==> src/rtl/otter_hazard_ctrl.sv <==
// otter_hazard_ctrl: pipeline sequencing for the 5-stage OTTER core.
// Owns the stage valid bits, load-use stall, branch flush, registered
// EX-operand forwarding selects and the interrupt drain/trap sequence.
//
// state | meaning
// ------+------------------------------------------------------------
// RUN   | normal issue; may accept a pending interrupt on a clean cycle
// DRAIN | fetch frozen, bubbles pushed until EX/MEM/WB are empty
// TRAP  | redirect fetch to MTVEC, pulse INT_TAKEN, then back to RUN
module otter_hazard_ctrl #(
  parameter int DRAIN_CYCLES = 3
) (
  input  logic        CLK,
  input  logic        RESET_N,
  input  logic [4:0]  DE_RS1_ADDR,
  input  logic [4:0]  DE_RS2_ADDR,
  input  logic        DE_RS1_USED,
  input  logic        DE_RS2_USED,
  input  logic [31:0] DE_PC,
  input  logic [4:0]  EX_RD_ADDR,
  input  logic [4:0]  MEM_RD_ADDR,
  input  logic [4:0]  WB_RD_ADDR,
  input  logic        EX_REGWRITE,
  input  logic        MEM_REGWRITE,
  input  logic        WB_REGWRITE,
  input  logic        EX_MEMREAD,
  input  logic [2:0]  EX_PC_SOURCE,
  input  logic        INTR,
  input  logic        MIE,
  output logic        PC_WRITE,
  output logic [2:0]  PC_SOURCE,
  output logic        IF_DE_WRITE,
  output logic        DE_VALID,
  output logic        EX_VALID,
  output logic        MEM_VALID,
  output logic        WB_VALID,
  output logic [1:0]  FWD_A,
  output logic [1:0]  FWD_B,
  output logic        EPC_SAVE,
  output logic [31:0] EPC_VALUE,
  output logic        INT_TAKEN
);

  localparam int CW = (DRAIN_CYCLES > 1) ? $clog2(DRAIN_CYCLES) : 1;
  localparam logic [CW-1:0] CNT_LOAD = CW'(DRAIN_CYCLES - 1);

  typedef enum logic [1:0] {ST_RUN, ST_DRAIN, ST_TRAP} state_t;

  state_t        r_state;
  logic [CW-1:0] r_cnt;
  logic          r_pend;
  logic          r_if_valid;
  logic          r_de_valid, r_ex_valid, r_mem_valid, r_wb_valid;
  logic [1:0]    r_fwd_a, r_fwd_b;

  logic       w_ex_prod, w_mem_prod, w_wb_prod;
  logic       w_load_use, w_flush, w_stall, w_enter;
  logic       w_drain, w_trap, w_kill_de, w_fetch_ok;
  logic [1:0] w_fwd_a, w_fwd_b;

  assign w_ex_prod  = EX_REGWRITE  & r_ex_valid  & (EX_RD_ADDR  != 5'd0);
  assign w_mem_prod = MEM_REGWRITE & r_mem_valid & (MEM_RD_ADDR != 5'd0);
  assign w_wb_prod  = WB_REGWRITE  & r_wb_valid  & (WB_RD_ADDR  != 5'd0);

  assign w_load_use = w_ex_prod & EX_MEMREAD & r_de_valid &
                      ((DE_RS1_USED & (DE_RS1_ADDR == EX_RD_ADDR)) |
                       (DE_RS2_USED & (DE_RS2_ADDR == EX_RD_ADDR)));
  assign w_flush    = r_ex_valid & (EX_PC_SOURCE != 3'd0);
  // a redirect discards the consumer anyway, so it wins over the stall
  assign w_stall    = w_load_use & ~w_flush;

  assign w_drain    = (r_state == ST_DRAIN);
  assign w_trap     = (r_state == ST_TRAP);
  assign w_enter    = (r_state == ST_RUN) & r_pend & MIE & r_de_valid &
                      ~w_flush & ~w_stall;
  assign w_kill_de  = w_stall | w_flush | w_enter | w_drain;
  assign w_fetch_ok = r_if_valid & ~w_drain;

  assign PC_WRITE    = ~(w_stall | w_enter | w_drain);
  assign IF_DE_WRITE = ~w_stall;
  assign PC_SOURCE   = w_trap ? 3'd4 : (w_flush ? EX_PC_SOURCE : 3'd0);
  assign EPC_SAVE    = w_enter;
  assign EPC_VALUE   = DE_PC;
  assign INT_TAKEN   = w_trap;

  assign DE_VALID  = r_de_valid;
  assign EX_VALID  = r_ex_valid;
  assign MEM_VALID = r_mem_valid;
  assign WB_VALID  = r_wb_valid;
  assign FWD_A     = r_fwd_a;
  assign FWD_B     = r_fwd_b;

  // forwarding select for the DE sources, youngest producer first
  always_comb begin
    w_fwd_a = 2'd0;
    w_fwd_b = 2'd0;
    if (DE_RS1_USED && DE_RS1_ADDR != 5'd0) begin
      if (w_ex_prod && DE_RS1_ADDR == EX_RD_ADDR)        w_fwd_a = 2'd1;
      else if (w_mem_prod && DE_RS1_ADDR == MEM_RD_ADDR) w_fwd_a = 2'd2;
      else if (w_wb_prod && DE_RS1_ADDR == WB_RD_ADDR)   w_fwd_a = 2'd3;
    end
    if (DE_RS2_USED && DE_RS2_ADDR != 5'd0) begin
      if (w_ex_prod && DE_RS2_ADDR == EX_RD_ADDR)        w_fwd_b = 2'd1;
      else if (w_mem_prod && DE_RS2_ADDR == MEM_RD_ADDR) w_fwd_b = 2'd2;
      else if (w_wb_prod && DE_RS2_ADDR == WB_RD_ADDR)   w_fwd_b = 2'd3;
    end
  end

  // stage valid shift and registered forwarding selects
  always_ff @(posedge CLK or negedge RESET_N) begin
    if (!RESET_N) begin
      r_de_valid  <= 1'b0;
      r_ex_valid  <= 1'b0;
      r_mem_valid <= 1'b0;
      r_wb_valid  <= 1'b0;
      r_fwd_a     <= 2'd0;
      r_fwd_b     <= 2'd0;
    end else begin
      r_wb_valid  <= r_mem_valid;
      r_mem_valid <= r_ex_valid;
      r_ex_valid  <= r_de_valid & ~w_kill_de;
      if (w_stall)      r_de_valid <= r_de_valid;
      else if (w_enter) r_de_valid <= 1'b0;
      else              r_de_valid <= w_fetch_ok & ~w_flush;
      if (w_stall) begin
        r_fwd_a <= 2'd0;
        r_fwd_b <= 2'd0;
      end else begin
        r_fwd_a <= w_fwd_a;
        r_fwd_b <= w_fwd_b;
      end
    end
  end

  // interrupt FSM, drain counter, pending latch and IR-latency flag
  always_ff @(posedge CLK or negedge RESET_N) begin
    if (!RESET_N) begin
      r_state    <= ST_RUN;
      r_cnt      <= '0;
      r_pend     <= 1'b0;
      r_if_valid <= 1'b0;
    end else begin
      r_pend     <= w_trap ? 1'b0 : (r_pend | INTR);
      // the IR is one cycle behind the PC, so fetch becomes usable a cycle
      // after the PC is running on a real address
      r_if_valid <= w_trap | ((r_state == ST_RUN) & ~w_enter);
      case (r_state)
        ST_RUN: begin
          if (w_enter) begin
            r_state <= ST_DRAIN;
            r_cnt   <= CNT_LOAD;
          end
        end
        ST_DRAIN: begin
          if (r_cnt == '0) r_state <= ST_TRAP;
          else             r_cnt   <= r_cnt - 1'b1;
        end
        ST_TRAP: r_state <= ST_RUN;
        default: r_state <= ST_RUN;
      endcase
    end
  end

endmodule

==> config.mk <==
export PLATFORM = sky130hd
export DESIGN_NAME = otter_hazard_ctrl
export DESIGN_NICKNAME = d
export VERILOG_FILES = /design/src/rtl/otter_hazard_ctrl.sv
export SDC_FILE = /design/constraint.sdc
export NUM_CORES = 1
export LEC_CHECK = 0
export ABC_AREA = 1
export CAP_MARGIN = 20
export CORE_MARGIN = 4
export CORE_UTILIZATION = 35
export CTS_CLUSTER_SIZE = 16
export DETAILED_ROUTE_END_ITERATION = 8
export PLACE_DENSITY = 0.86
export SLEW_MARGIN = 15
export SYNTH_ARGS = -nofsm -noshare
export SYNTH_HDL_FRONTEND = slang
export SYNTH_SLANG_ARGS = --single-unit
==> constraint.sdc <==
create_clock -name CLK -period 3.71 [get_ports CLK]
set_input_delay 0.5565 -clock CLK [delete_from_list [all_inputs] [get_ports CLK]]
set_output_delay 0.5565 -clock CLK [all_outputs]
set_load 0.005 [all_outputs]
---- Word level (Yosys, flattened, before mapping) ----
Cells that the tools add are included.
storage, ports and cells
  bits in registers ....................... 14
  bits of input ports ..................... 70
  output and inout bits ................... 47
  logic and storage cells ................. 97
operators by class
  $add $sub $neg .......................... 1
  equality and inequality tests ........... 11
  muxes and demuxes ....................... 20
  bitwise operators ....................... 36
  reductions and logical operators ........ 19
operators by type and width
  operator                                                                  number
  5-bit == test                                                             6
  2-bit 2-to-1 mux                                                          14
  5-bit nonzero test                                                        5
  1-bit AND                                                                 22
  1-bit logical AND                                                         8
  1-bit bitwise OR                                                          8
  2-bit case mux with 2 select lines                                        2
  3-bit 2-to-1 mux                                                          2
  1-bit inverter                                                            6
  2-bit zero test                                                           2
  2-bit inequality test (second input constant)                             2
  3-bit AND reduction                                                       1
  3-bit nonzero test                                                        1
  2-bit by 1-bit == test with 1-bit output (second input constant)          1
  2-bit == test (second input constant)                                     1
  1-bit 2-to-1 mux                                                          2
  2-bit by 1-bit inequality test with 1-bit output (second input constant)  1
  2-bit AND reduction                                                       1
  2-bit nonzero test                                                        1
  2-bit by 1-bit subtractor with 2-bit output (second input constant)       1

---- Longest topological paths before layout ----
Gate-level depths: netlist (run 1).
  depth after elaboration ................. 12
  gate-level depth with buffers ........... 11
  gate-level depth less buffers ........... 11

---- Worst setup path before layout (run 1) ----
Ideal clock, no wire load.
  kind .................................... input port to output port
  start ................................... in EX_RD_ADDR[1]
  end ..................................... out PC_WRITE
  arrival ................................. 1,213 ps
  data required time ...................... 3,154 ps
  setup slack ............................. 1,940 ps
  cell stages on the path ................. 9
  path through ............................ inv_1 nand2_1 nand2_1 nor2_2 nand4_1 nand2_2 nand3_2 nand2_1 inv_1
on the way
  cells in the longest elaborated chain, start to end .. 11
  elaborated cells between the ends (all ways) .. 16
RTL lines
  item                                line  RTL
  start, declared                     20    input logic [4:0] EX_RD_ADDR,
  5-bit nonzero test                  61    assign w_ex_prod = EX_REGWRITE & r_ex_valid & (EX_RD_ADDR != 5'd0);
  1-bit AND                           61
  1-bit AND (2 in series)             65    assign w_load_use = w_ex_prod & EX_MEMREAD & r_de_valid &
  1-bit AND (*)                       65
  1-bit AND (*)                       70    assign w_stall = w_load_use & ~w_flush;
  1-bit inverter (*)                  -
  via IF_DE_WRITE                     32    output logic IF_DE_WRITE,
  1-bit AND (*)                       75    ~w_flush & ~w_stall;
  1-bit bitwise OR (*) (2 in series)  79    assign PC_WRITE = ~(w_stall | w_enter | w_drain);
  1-bit inverter (*)                  79
  end, declared                       30    output logic PC_WRITE,
The timed path passes the listed nets; every way through them passes the cells marked *.

---- Worst setup path in the final report (run 1) ----
  start ................................... in DE_RS1_ADDR[3]
  end ..................................... out PC_WRITE
on the way
  cells in the longest elaborated chain, start to end .. 10
RTL lines
  item                                line  RTL
  start, declared                     15    input logic [4:0] DE_RS1_ADDR,
  5-bit == test (*)                   66    ((DE_RS1_USED & (DE_RS1_ADDR == EX_RD_ADDR)) |
  1-bit AND (*)                       66
  1-bit bitwise OR (*)                66
  1-bit AND (*)                       65
  1-bit AND (*)                       70
  1-bit inverter                      75
  1-bit AND                           75
  1-bit bitwise OR (*) (2 in series)  79
  1-bit inverter (*)                  79
Every way passes the cells marked *; elsewhere a longest branch is shown, timed or not.

==> results of run 1 <==
==> worst paths after layout <==
kind | startpoint | end | slack [ns] | cells after the start
worst min-delay path | MEM_VALID | WB_VALID | 0.42 | 0
max in group asynchronous | RESET_N | MEM_VALID | 2.61 | 1
worst min register to register | MEM_VALID | WB_VALID | 0.42 | 0
min in group asynchronous | RESET_N | r_pend | 0.70 | 1
worst max register to register | EX_VALID | FWD_B[0] | 2.33 | 6
worst max-delay path | DE_RS1_ADDR[3] | PC_WRITE | 0.75 | 11
==> routing by layer <==
layer | GRT usage | up-vias | share of wire
li1 | - | 646 | -
met1 | 0.165 | 575 | 0.42
met2 | 0.235 | 48 | 0.50
met3 | 0.0449 | 0 | 0.085
met4 | 0.0104 | 0 | 0
met5 | 0 | - | 0
==> synth_stat cells (3+ instances only) <==
master,number
inv_1,24
nand4_1,7
buf_4,32
nor3_1,9
nand3_1,11
dfrtp_1,14
xnor2_1,16
nor2_1,13
nor2_2,3
nand2_1,44
inv_2,7
a21oi_1,3
xor2_1,7
==> worst max-delay path, cell delays in order <==
cell and delay [ns]:
clkdlybuf4s50_1 0.58, inv_1 0.09, nand2_1 0.06, nand2_1 0.05, nor2_1 0.15, nand4_1 0.14
nand2_2 0.11, nand3_2 0.12, nand2_1 0.08, inv_1 0.04, clkdlybuf4s50_1 0.44
==> flip-flops by register name, indices dropped and copies added, names as in the netlist <==
register / flops
FWD_A: 2
FWD_B: 2
r_cnt: 2
r_state: 2
DE_VALID: 1
EX_VALID: 1
MEM_VALID: 1
WB_VALID: 1
r_if_valid: 1
r_pend: 1
==> metrics by stage <==
| step | power [mW] | utilization | std cells |
|---|---|---|---|
| 3_5_place_dp | 0.578 | 0.463 | 270 |
| 6_report | 0.720 | 0.477 | 274 |
| 5_1_grt | 0.781 | 0.477 | 274 |
| 3_3_place_gp | 0.566 | 0.463 | 270 |
| 4_1_cts | 0.728 | 0.477 | 274 |
| 2_1_floorplan | 0.428 | - | 202 |
==> where the power goes <==
part	total (mW)	internal [mW]	switching, mW
clock network	0.145	0.0938	0.0514
logic	0.344	0.177	0.167
registers	0.230	0.196	0.0339
==> cell type report <==
type / count / share of cell area
Multi-Input combinational cell: 125 / 0.388
Sequential cell: 14 / 0.195
Timing Repair Buffer: 52 / 0.289
Inverter: 31 / 0.0646
Clock buffer: 4 / 0.0306
Tap cell: 48 / 0.0334
==> cells by family (layout without fill, tap and decap cells) <==
family          after synthesis  in the layout
simple gates                 94             94
xor+xnor                     23             23
compound gates                7              7
fa+ha+maj                     1              1
buf+inv                      63             87
flops                        14             14
==> metrics.csv, run 1 <==
stage,metric,value,unit
timing,Slew headroom,0.587,
timing,worst hold margin,0.424,ns
place,pre-CTS setup slack,0.784,ns
route,First-pass DRT Iterations,4,
route,Vias,1269,
final_layout,Layout Nets,298,
final_layout,P&R area growth vs syn,28.1,%
final_layout,post-route cell area,1800,µm²
grt,first-pass GRT wire length,5530,µm
final_layout,most frequent cells in the layout,"52 x clkdlybuf4s50_1, 44 x nand2_1, 24 x inv_1",
worst_setup_path,WP data arrival,2.41,ns
final_layout,number of antenna diodes,0,
logic_synthesis,Mapped Area,1410,µm²
place,HPWL Detailed,2920,µm
logic_synthesis,Area contributors post-synth,"dfrtp_1 25%, buf_4 17%, nand2_1 12%, xnor2_1 10%, inv_1 6.4%",
timing,Slew @ Worst Pin,0.617,ns
power_and_ir_drop,Lkg Pwr,0.831,nW
clock_tree,CTS hold repair buffers,0,
timing,Max Clock Freq,0.337,GHz
grt,initial antenna violation count,0,
timing,setup ws final,0.745,ns
grt,largest net degree at the start of global routing,15,
hold_path,worst hold path type,flop to flop,
final_layout,Fillers,372,
route,WL final,3440,µm
route,1st-iter DRT viols,59,
worst_setup_path,CP max FO,5,
clock_tree,clk buf depth,2,
job,max-cap violations,0,
logic_synthesis,syn nets,273,
logic_synthesis,"Distinct cells, synth",23,
timing,max-slew violation count,0,
timing,setup TNS,0,ns
logic_synthesis,post-synthesis adder-cell area fraction,0.00890,
route,"antenna viol nets, final",0,
power_and_ir_drop,pwr/cell area,400,nW/µm²
die,chip width,71.4,µm
place,GPL Wtd Cong,0.928,
logic_synthesis,xor/xnor share of the synthesized area,0.143,
timing,min cycle time layout,2.96,ns
die,area of the core,3770,µm²
timing,endpoints failing setup,0,
logic_synthesis,async set or reset register ratio after synthesis,1.00,
clock_tree,CTS tree,built,
clock_tree,CTS H-tree lvls,1,
die,die area,5090,µm²
grt,number of global-route vias before repair,1253,
die,I/O pin cnt,117,
place,input/output buffers,52,
clock_tree,CTS root buf,clkbuf_8,
worst_setup_path,CP Launch Type,primary input,
final_layout,fraction of layout instances using a drive strength above 1,0.0929,
logic_synthesis,synth warn,0,
final_layout,multi-input combinational cell area,698,µm²
logic_synthesis,post-synthesis compound-gate area fraction,0.0294,
logic_synthesis,ys flop type,dfrtp_1,
route,Wirelength per Cell,12.5,µm
clock_tree,setup bufs post-CTS,0,
die,initial core utilization,0.373,
die,Die Ht,71.4,µm
worst_setup_path,Setup CP Type,primary input to output port,
logic_synthesis,Cells after Synth,202,
place,placed cell area,1750,µm²
logic_synthesis,Post-synth EDFFs,0,
status,status,completed,
route,Residual DRC,0,
worst_setup_path,CP endpoint kind,output port,
logic_synthesis,Mean Syn Cell Area,6.96,µm²
logic_synthesis,portion of netlist area occupied by mux cells,0,
clock_tree,Skew-Pair Late Insertion Delay,0.24,ns
grt,GR Util All Layers,0.134,
logic_synthesis,largest area contributor in the netlist,dfrtp_1,
grt,gr ovfl total,0,
worst_setup_path,Critical Path RT,3.15,ns
route,DR vias/cell,4.63,
final_layout,"commonest non-fill, non-tap cell in the layout",clkdlybuf4s50_1,
clock_tree,CTS sink cnt,14,
logic_synthesis,sequential share of the synthesized area,0.249,
power_and_ir_drop,maximum vdd drop,0.000382,V
logic_synthesis,Synth Register Bits,14,
final_layout,FF+latch area,350,µm²
logic_synthesis,area share of the largest cell type after synthesis,0.249,
timing,clk_skew,0.00492,ns
timing,endpoints failing hold,0,
timing,RSZ-0062 raised after global routing,no,
logic_synthesis,simple-gate area share of the yosys netlist,0.315,
clock_tree,clk slew on worst S/H paths,0.05,ns
die,row count,22,
clock_tree,CTS Buf Count,3,
clock_tree,cts repair resizes,0,
logic_synthesis,largest family of logic cells by synthesized area,simple AND/OR/NAND/NOR gates,
timing,fin crit share,0.799,
Note: power is estimated with default switching activity, not from simulation.
==> inputs of run 2 (changes only) <==
- CORE_UTILIZATION: 35 -> 33
- PLACE_DENSITY: 0.86 -> 0.82
- clock period: 3.71 -> 3.05 ns (I/O delays scaled with it)
==> run 2 against run 1 <==
Compared with the run above:
- worst setup slack worse by 0.45 ns
- non-clock buffer count did not move
- utilization decreased by 3.3 points
- global-route usage fell by 0.88 points
- routed wire length decreased by 4.0%
- cell count grew 0.73%
- register-to-register slack worse by 0.59 ns
- clock power is 24% higher
- clock-buffer cell count is the same
- flip-flop and latch count stayed put
- combinational power rose by 20%
- highest routed layer is now met4
==> metrics.csv, run 2 (same netlist as run 1, synthesis figures left out) <==
stage,metric,value,unit,change
status,status,completed,,
power_and_ir_drop,pwr/cell area,484,nW/µm²,+21%
route,WL final,3300,µm,-4.0%
timing,endpoints failing setup,0,,unchanged
clock_tree,clk buf depth,2,,unchanged
worst_setup_path,WP data arrival,2.29,ns,-0.12 ns
timing,setup TNS,0,ns,unchanged
clock_tree,CTS sink cnt,14,,unchanged
die,initial core utilization,0.346,,-0.0263
timing,max-slew violation count,0,,unchanged
power_and_ir_drop,maximum vdd drop,0.000364,V,-4.7%
power_and_ir_drop,Switch Pwr,0.303,mW,+20%
final_layout,P&R area growth vs syn,28.3,%,
place,HPWL Detailed,2780,µm,-4.5%
die,I/O pin cnt,117,,unchanged
clock_tree,setup bufs post-CTS,0,,unchanged
die,chip width,73.3,µm,+2.6%
final_layout,"commonest non-fill, non-tap cell in the layout",clkdlybuf4s50_1,,
timing,endpoints failing hold,0,,unchanged
worst_setup_path,Critical Path RT,2.59,ns,-0.56 ns
worst_setup_path,"most used cell, CP",nand2_1,,
final_layout,number of antenna diodes,0,,unchanged
job,max-cap violations,0,,unchanged
power_and_ir_drop,Power Internal,0.569,mW,+22%
route,"antenna viol nets, final",0,,unchanged
place,GPL Wtd Cong,0.792,,-15%
power_and_ir_drop,Tot Pwr,0.872,mW,+21%
worst_setup_path,CP endpoint kind,output port,,
clock_tree,CTS H-tree lvls,1,,unchanged
power_and_ir_drop,Comb power frac,0.473,,-0.005
die,row count,23,,+4.5%
power_and_ir_drop,sequential power share,0.320,,about the same
die,area of the core,4060,µm²,+7.6%
final_layout,multi-input combinational cell area,698,µm²,unchanged
route,First-pass DRT Iterations,4,,unchanged
grt,largest net degree at the start of global routing,15,,unchanged
grt,initial antenna violation count,0,,unchanged
place,input/output buffers,52,,unchanged
grt,gr ovfl total,0,,unchanged
power_and_ir_drop,Lkg Pwr,0.831,nW,unchanged
clock_tree,cts repair resizes,0,,unchanged
timing,RSZ-0062 raised after global routing,no,,
worst_setup_path,critical path's slowest cell,clkdlybuf4s50_1,,
hold_path,worst hold path type,flop to flop,,
route,Wirelength per Cell,12.0,µm,-4.7%
route,1st-iter DRT viols,37,,-37%
grt,GR Util All Layers,0.125,,-0.00882
grt,number of global-route vias before repair,1212,,-3.3%
final_layout,Fillers,412,,+11%
timing,clk_skew,0.000284,ns,-0.00464 ns
power_and_ir_drop,Clk network pwr share,0.207,,+0.005
final_layout,FF+latch area,350,µm²,unchanged
clock_tree,clk slew on worst S/H paths,0.06,ns,about the same
worst_setup_path,CP Launch Type,primary input,,
timing,fin crit share,0.902,,
final_layout,fraction of layout instances using a drive strength above 1,0.0929,,unchanged
timing,Slew headroom,0.584,,-0.00377
timing,Max Clock Freq,0.364,GHz,
clock_tree,CTS tree,built,,
worst_setup_path,peak per-stage delay on the critical path,0.58,ns,about the same
route,Residual DRC,0,,unchanged
worst_setup_path,Setup CP Type,primary input to output port,,
clock_tree,CTS hold repair buffers,0,,unchanged
clock_tree,CTS Buf Count,3,,unchanged
final_layout,most frequent cells in the layout,"52 x clkdlybuf4s50_1, 44 x nand2_1, 24 x inv_1",,
power_and_ir_drop,switching part of the total,0.348,,-0.00288
route,Vias,1271,,+0.16%
timing,min cycle time layout,2.75,ns,
worst_setup_path,CP cell instances,clkdlybuf4s50_1 > inv_1 > nand2_1 > nand2_1 > nor2_1 > nand4_1 > nand2_2 > nand3_2 > nand2_1 > inv_1 > clkdlybuf4s50_1,,
worst_setup_path,CP max FO,5,,unchanged
die,Die Ht,73.3,µm,+2.6%
final_layout,Layout Nets,298,,unchanged
timing,Slew @ Worst Pin,0.623,ns,+0.00564 ns
route,DR vias/cell,4.61,,-0.57%
grt,first-pass GRT wire length,5320,µm,-3.9%
clock_tree,Skew-Pair Late Insertion Delay,0.24,ns,about the same
clock_tree,CTS root buf,clkbuf_8,,
die,die area,5370,µm²,+5.4%
-- run 2: through the flow --
step | utilization | area [µm²] | hold WS [ns] | worst slack (ns) | std cells
2_1_floorplan | - | 1410 | 0.162 | 1.48 | 202
3_3_place_gp | 0.431 | 1750 | 0.407 | 0.368 | 272
3_5_place_dp | 0.431 | 1750 | 0.420 | 0.324 | 272
4_1_cts | 0.444 | 1800 | 0.432 | 0.302 | 276
5_1_grt | 0.444 | 1800 | 0.453 | 0.158 | 276
6_report | 0.444 | 1800 | 0.424 | 0.299 | 276
-- run 2: path summary, 6_finish.rpt --
kind | startpoint | end | slack (ns) | depth (start not counted)
max in group asynchronous | RESET_N | WB_VALID | 2.05 | 1
setup reg to reg | EX_VALID | EX_VALID | 1.74 | 6
hold / removal | MEM_VALID | WB_VALID | 0.42 | 0
min in group asynchronous | RESET_N | r_cnt[0] | 0.60 | 1
hold reg to reg | MEM_VALID | WB_VALID | 0.42 | 0
setup / recovery | DE_RS1_ADDR[3] | PC_WRITE | 0.30 | 11
-- run 2: power groups by stage --
| stage | clock [mW] | combinational, mW | sequential (mW) |
|---|---|---|---|
| floorplan | 0 | 0.247 | 0.274 |
| global placement | 0 | 0.406 | 0.282 |
| detailed placement | 0 | 0.414 | 0.283 |
| CTS | 0.185 | 0.417 | 0.280 |
| global route | 0.196 | 0.460 | 0.288 |
| finish | 0.180 | 0.413 | 0.279 |
-- run 2: per-layer routing --
layer | global-route usage | part of all wire | up-vias
met1 | 0.155 | 0.41 | 583
met3 | 0.0438 | 0.10 | 4
met2 | 0.209 | 0.48 | 42
met5 | 0 | 0 | -
li1 | - | - | 642
met4 | 0.0246 | 0.0024 | 0
-- run 2: cell type report --
| type | count | area share |
|---|---|---|
| clock buffers | 4 | 0.0305 |
| multi-input cells | 125 | 0.387 |
| repair buffers | 52 | 0.289 |
| flip-flops and latches | 14 | 0.194 |
| inverters | 31 | 0.0645 |
| well taps | 50 | 0.0347 |
-- run 2: critical path, delay by kind of cell --
family	cells	cell delay, ns
and+or+nand+nor	7	0.70
buffers and inverters	4	1.13
==> inputs of run 3 (changes only) <==
- CAP_MARGIN: 20 -> 30
==> results of run 3 <==
Same layout as run 2: the final DEF is identical, and so are final timing and power.
